## config.mk

```make
export PLATFORM = sky130hd
export DESIGN_NAME = adder_accumulator
export DESIGN_NICKNAME = d
export VERILOG_FILES = /design/src/rtl/adder_accumulator.sv
export SDC_FILE = /design/constraint.sdc
export NUM_CORES = 1
export LEC_CHECK = 0
export CAP_MARGIN = 20
export CORE_MARGIN = 4
export CORE_UTILIZATION = 35
export DETAILED_ROUTE_END_ITERATION = 16
export HOLD_SLACK_MARGIN = 0.15
export PLACE_DENSITY = 0.64
export SYNTH_ARGS = -nofsm -noshare
export SYNTH_HDL_FRONTEND = slang
export SYNTH_SLANG_ARGS = --single-unit
```

## constraint.sdc

```tcl
create_clock -name clk -period 2.1 [get_ports clk]
set_input_delay 0.315 -clock clk [delete_from_list [all_inputs] [get_ports clk]]
set_output_delay 0.315 -clock clk [all_outputs]
set_load 0.01 [all_outputs]
```

## src/rtl/adder_accumulator.sv

```systemverilog
// Streams N_TERMS unsigned operands through a valid/ready handshake into a
// registered ACC_WIDTH-bit sum, then offers the result with a sticky carry-out flag.
module adder_accumulator #(
  parameter int WIDTH     = 4,
  parameter int ACC_WIDTH = 8,
  parameter int N_TERMS   = 4
) (
  input  logic                 clk,
  input  logic                 rst,
  input  logic                 start,
  input  logic                 in_valid,
  output logic                 in_ready,
  input  logic [WIDTH-1:0]     in_data,
  output logic                 out_valid,
  input  logic                 out_ready,
  output logic [ACC_WIDTH-1:0] sum,
  output logic                 overflow,
  output logic                 busy
);

  localparam int CW = $clog2(N_TERMS + 1);

  typedef enum logic [1:0] {S_IDLE, S_ACCUM, S_DONE} state_t;

  state_t               r_state;
  logic [ACC_WIDTH-1:0] r_acc;
  logic [CW-1:0]        r_count;
  logic                 r_ovf;

  logic [ACC_WIDTH-1:0] w_ext;
  logic [ACC_WIDTH:0]   w_add;
  logic                 w_accept;
  logic                 w_last;

  // One spare bit on the adder catches the carry out of the accumulator.
  assign w_ext    = {{(ACC_WIDTH-WIDTH){1'b0}}, in_data};
  assign w_add    = {1'b0, r_acc} + {1'b0, w_ext};
  assign w_accept = (r_state == S_ACCUM) && in_valid;
  assign w_last   = (r_count == CW'(N_TERMS - 1));

  always_ff @(posedge clk or posedge rst) begin
    if (rst) begin
      r_state <= S_IDLE;
      r_acc   <= '0;
      r_count <= '0;
      r_ovf   <= 1'b0;
    end else begin
      case (r_state)
        S_IDLE: begin
          if (start) begin
            r_acc   <= '0;
            r_count <= '0;
            r_ovf   <= 1'b0;
            r_state <= S_ACCUM;
          end
        end
        S_ACCUM: begin
          if (w_accept) begin
            r_acc   <= w_add[ACC_WIDTH-1:0];
            r_ovf   <= r_ovf | w_add[ACC_WIDTH];
            r_count <= r_count + CW'(1);
            if (w_last) r_state <= S_DONE;
          end
        end
        S_DONE: begin
          if (out_ready) r_state <= S_IDLE;
        end
        default: r_state <= S_IDLE;
      endcase
    end
  end

  // Handshake outputs depend on registered state only.
  assign in_ready  = (r_state == S_ACCUM);
  assign out_valid = (r_state == S_DONE);
  assign busy      = (r_state != S_IDLE);
  assign sum       = r_acc;
  assign overflow  = r_ovf;

endmodule

```

==> results.json, run 1 <==
{
  "outcome": "completed",
  "synth_edf_count": 0,
  "worstMarginPinSlew_ns": 0.561,
  "yosysUniqueCellTypes": 26,
  "cts_tree": "built",
  "syn2layout_area_growth_pct": 33.2,
  "cts.sinks": 14,
  "worst_slack_ns": 0.184,
  "via_per_inst": 5.08,
  "ys_seq_area_share_pct": 43.0,
  "totalPowerFinal_uw": 1270,
  "fmax_ghz": 0.522,
  "clk_pin_slew_ns": 0.08,
  "rsz0062_at_grt": "false",
  "ys_ff_latch": 14,
  "portBuffers": 20,
  "final.period_utilization_pct": 91.3,
  "drt-initial-drc-count": 17,
  "fp.dieH_um": 56.2,
  "cp-end-kind": "primary output",
  "dp_slack_ns": -0.0108,
  "fin_skew_ns": 0.00511,
  "mostFrequentLayoutCells": "clkdlybuf4s50_1 (20), dfrtp_1 (14), nand2_1 (11)",
  "syn_nets": 98,
  "grt_pass1_wl_mm": 3.19,
  "netlist_area_um2": 815,
  "drive_gt1_share_pct": 8.49,
  "grt_usage_pct": 12.8,
  "numCtsBuffers": 3,
  "cts_resized": 0,
  "period_needed_ns": 1.92,
  "postCtsHoldBufs": 0,
  "boundaryPins": 21,
  "die_x_um": 56.2,
  "hold_viol": 0,
  "dp_hpwl_mm": 1.38,
  "worst_ir_drop_vdd_mv": 0.536,
  "crit_required_ns": 1.78,
  "antenna_found_initial": 0,
  "nets": 124,
  "ys_warn_count": 0,
  "postRouteAntennaNets": 0,
  "crit_fanout": 7,
  "coreArea_um2": 2210,
  "layout_commonest_cell": "clkdlybuf4s50_1",
  "power.density_nw_per_um2": 1170,
  "critPathArrivalTime_ns": 1.60,
  "hp-class": "input port to async pin",
  "postSynth.asyncResetShare_pct": 100,
  "n_antenna_cell": 0,
  "root_buffer": "clkbuf_4",
  "clock_latency_ns": 0.27,
  "die-area_um2": 3160,
  "grt_pass1_vias": 717,
  "overflow": 0,
  "vias": 681,
  "h-tree-depth": 1,
  "initial_core_util_pct": 36.8,
  "setup_viol": 0,
  "clk_path_buf_depth": 2,
  "postLayoutCellArea_um2": 1080,
  "wirelength_mm": 1.79,
  "rows": 17,
  "firstDrtPassIters": 3,
  "wl_per_cell_um": 13.4,
  "synthCells": 82,
  "max_slew_margin_pct": 62.6,
  "slew_violations": 0,
  "post_cts_buffers": 0,
  "gp_congestion": 0.806,
  "worst_setup_path_start_kind": "flip-flop",
  "place_area_um2": 1060,
  "drc": 0,
  "synth_flop_cell": "dfrtp_1",
  "maxCapViolations": 0,
  "grt_max_degree": 15,
  "criticalPathCategory": "flip-flop to primary output",
  "syn_avg_cell_area_um2": 9.93,
  "leakagePower_uw": 0.000531
}
==> path summary, 6_finish.rpt <==
check                           startpoint         end  slack, ns  depth (start not counted)
worst min-delay path                   rst  r_state[1]       0.38                          2
max in group asynchronous              rst      sum[1]       1.35                          2
worst max register to register      sum[0]      sum[6]       0.35                          6
min in group clk                r_count[2]  r_count[2]       0.48                          2
worst min register to register  r_count[2]  r_count[2]       0.48                          2
worst max-delay path            r_state[0]    in_ready       0.18                          3
==> report_power, final <==
| group | total (uW) | switching, uW | internal (uW) |
|---|---|---|---|
| Sequential | 456 | 95.0 | 361 |
| Combinational | 660 | 304 | 356 |
| Clock | 149 | 83.1 | 66.3 |
==> cells by family after synthesis <==
family | count (synthesis) | share of synthesized area (%)
AO/OA/AOI/OAI | 21 | 17.4
XOR/XNOR | 1 | 1.08
adder cells (fa/ha/maj) | 7 | 11.7
buffers and inverters | 8 | 3.99
flip-flops | 14 | 43.0
multiplexers | 5 | 6.14
AND/OR/NAND/NOR | 26 | 16.7
==> state kept, by name (all words and copies together), names as in the netlist <==
| signal | cells |
|---|---|
| r_state | 2 |
| r_count | 3 |
| sum | 8 |
| overflow | 1 |
==> per-layer routing <==
| metal | vias up | track usage (%) | routed length, um |
|---|---|---|---|
| met5 | - | 0 | 0 |
| met4 | 0 | 7.12 | 31 |
| met3 | 4 | 2.55 | 72 |
| met2 | 12 | 21.2 | 867 |
| met1 | 328 | 15.4 | 821 |
| li1 | 337 | - | - |
==> synthesized netlist by cell type (all sizes together) (2+ instances only) <==
cell / n / share of area (%)
dfrtp: 14 / 43
nand2: 11 / 5.1
o21ai: 7 / 4.3
ha: 6 / 9.2
inv: 6 / 2.8
nor2: 6 / 3.1
mux2i: 5 / 6.1
a21o: 4 / 3.7
a22o: 4 / 4.3
a211oi: 2 / 1.8
buf: 2 / 1.2
nor3b: 2 / 1.8
==> worst max-delay path, cell delays in order (launching register included) <==
cell and delay (ns):
dfrtp_1 0.46, inv_1 0.10, nor2_1 0.19, clkdlybuf4s50_1 0.57
==> metrics by stage <==
| step | instances | setup TNS [ns] | hold WS (ns) | utilization, % |
|---|---|---|---|---|
| 2_1_floorplan | 82 | 0 | 0.204 | - |
| 3_3_place_gp | 131 | 0 | 0.463 | 48.0 |
| 3_5_place_dp | 131 | -0.0108 | 0.473 | 48.0 |
| 4_1_cts | 134 | 0 | 0.396 | 49.0 |
| 5_1_grt | 134 | 0 | 0.424 | 49.0 |
| 6_report | 134 | 0 | 0.383 | 49.0 |
==> final cells by class <==
type                            count  area [um2]
Sequential cell                    14         350
Clock buffer                        3        22.5
Fill cell                         222        1130
Tap cell                           28        35.0
Inverter                            6        22.5
Timing Repair Buffer               23         223
Multi-Input combinational cell     60         432
(Power assumes the default switching activity.)
==> inputs of run 2 (changes only) <==
--- a/config.mk
+++ b/config.mk
@@ -7,10 +7,11 @@
 export LEC_CHECK = 0
 export CAP_MARGIN = 20
 export CORE_MARGIN = 4
-export CORE_UTILIZATION = 35
+export CORE_UTILIZATION = 40
 export DETAILED_ROUTE_END_ITERATION = 16
+export GPL_ROUTABILITY_DRIVEN = 0
 export HOLD_SLACK_MARGIN = 0.15
-export PLACE_DENSITY = 0.64
+export PLACE_DENSITY = 0.71
 export SYNTH_ARGS = -nofsm -noshare
 export SYNTH_HDL_FRONTEND = slang
 export SYNTH_SLANG_ARGS = --single-unit
==> results.json, run 2 (same netlist as run 1, synthesis figures left out) <==
{
  "antenna_found_initial": 0,
  "nets": 123,
  "layout_commonest_cell": "clkdlybuf4s50_1",
  "die_x_um": 53.1,
  "syn2layout_area_growth_pct": 33.8,
  "root_buffer": "clkbuf_4",
  "overflow": 0,
  "h-tree-depth": 1,
  "maxCapViolations": 0,
  "crit_fanout": 7,
  "dp_hpwl_mm": 1.27,
  "outcome": "completed",
  "cp-end-kind": "primary output",
  "fin_cells": 133,
  "leakagePower_uw": 0.000532,
  "postRouteAntennaNets": 0,
  "drc": 0,
  "hold_viol": 0,
  "initial_core_util_pct": 41.9,
  "portBuffers": 20,
  "n_antenna_cell": 0,
  "fp.dieH_um": 53.1,
  "vias": 674,
  "rsz0062_at_grt": "false",
  "grt_pass1_wl_mm": 2.82,
  "slowest_delay_ns": 0.57,
  "p_switching_uw": 478,
  "worst_ir_drop_vdd_mv": 0.702,
  "largest_register_ffs": 8,
  "rows": 16,
  "clock_latency_ns": 0.27,
  "crit_chain": "inv_1 -> nor2_1 -> clkdlybuf4s50_1",
  "grt_usage_pct": 13.6,
  "post_cts_buffers": 0,
  "crit_required_ns": 1.78,
  "clk_path_buf_depth": 2,
  "power.density_nw_per_um2": 1190,
  "num-fill-cells": 182,
  "p_sw_share_pct": 36.9,
  "slew_violations": 0,
  "pwr-share-seq_pct": 35.1,
  "post-route-util_pct": 56.1,
  "fin_skew_ns": 0.00111,
  "worstMarginPinSlew_ns": 0.540,
  "final.period_utilization_pct": 90.3,
  "wl_per_cell_um": 12.0,
  "worst_slack_ns": 0.204,
  "place_area_um2": 1050,
  "via_per_inst": 5.07,
  "postLayoutCellArea_um2": 1090,
  "criticalPathCategory": "flip-flop to primary output",
  "boundaryPins": 21,
  "worst_setup_path_start_kind": "flip-flop",
  "grt_pass1_vias": 661,
  "firstDrtPassIters": 4,
  "wirelength_mm": 1.59,
  "mostFrequentLayoutCells": "clkdlybuf4s50_1 (20), dfrtp_1 (14), nand2_1 (11)",
  "drt-initial-drc-count": 10,
  "dp.cells": 129,
  "cts_tree": "built",
  "cts_resized": 0,
  "cts.sinks": 14,
  "numCtsBuffers": 3,
  "clock_power_share_pct": 14.9,
  "grt_max_degree": 15,
  "coreArea_um2": 1940,
  "power_frac_comb_pct": 50.0,
  "clk_pin_slew_ns": 0.09,
  "dp_slack_ns": 0.000109,
  "cpMaxStageDelayCell": "clkdlybuf4s50_1",
  "fin_setup_tns_ns": 0,
  "max_slew_margin_pct": 64.0,
  "p_int_uw": 818,
  "drive_gt1_share_pct": 8.49,
  "fmax_ghz": 0.527,
  "hp-class": "input port to async pin",
  "setup_viol": 0,
  "critPathArrivalTime_ns": 1.58,
  "period_needed_ns": 1.90,
  "postCtsHoldBufs": 0,
  "die-area_um2": 2820
}
-- run 2: changes by cell type in the layout (fill, tap and decap cells not counted), sizes merged --
cell / change
buf: -1
clkbuf: +1
-- run 2: worst paths after layout --
kind / depth (start not counted) / start / slack (ns) / end
min reg2reg: 2 / r_count[2] / 0.49 / r_count[2]
min in group clk: 2 / r_count[2] / 0.49 / r_count[2]
max reg2reg: 6 / sum[0] / 0.33 / sum[6]
max: 3 / r_state[0] / 0.20 / in_ready
max in group asynchronous: 2 / rst / 1.37 / sum[1]
min: 2 / rst / 0.38 / sum[0]
-- run 2: power by group through the flow --
| stage | registers, uW | clock network, uW | logic, uW |
|---|---|---|---|
| 5_1_grt | 477 | 217 | 731 |
| 3_5_place_dp | 462 | 0 | 654 |
| 3_3_place_gp | 458 | 0 | 642 |
| 4_1_cts | 457 | 199 | 660 |
| 2_1_floorplan | 463 | 0 | 385 |
| 6_report | 455 | 193 | 648 |
-- run 2: critical path: cells and delay by family (launching register included) --
family / cells / cell delay [ns]
DFF: 1 / 0.46
buffers and inverters: 2 / 0.67
and+or+nand+nor: 1 / 0.18
-- run 2: cell type report --
class	count	area (um2)	share of cell area, %
Multi-Input combinational cell	60	432	39.6
Timing Repair Buffer	22	215	19.7
Clock buffer	4	36.3	3.33
Sequential cell	14	350	32.1
Tap cell	27	33.8	3.10
Inverter	6	22.5	2.07
-- run 2: metrics by stage --
| stage | total power, uW | hold slack, ns |
|---|---|---|
| finish | 1300 | 0.376 |
| global route | 1420 | 0.425 |
| CTS | 1320 | 0.403 |
| detailed placement | 1120 | 0.473 |
| global placement | 1100 | 0.464 |
| floorplan | 848 | 0.204 |
-- run 2: per-layer routing --
layer	track usage, %	part of all wire [%]	up-vias
met1	17.2	49	322
met2	21.9	48	12
met3	3.38	2.7	2
met4	5.11	0.63	0
met5	0	0	-
li1	-	-	338
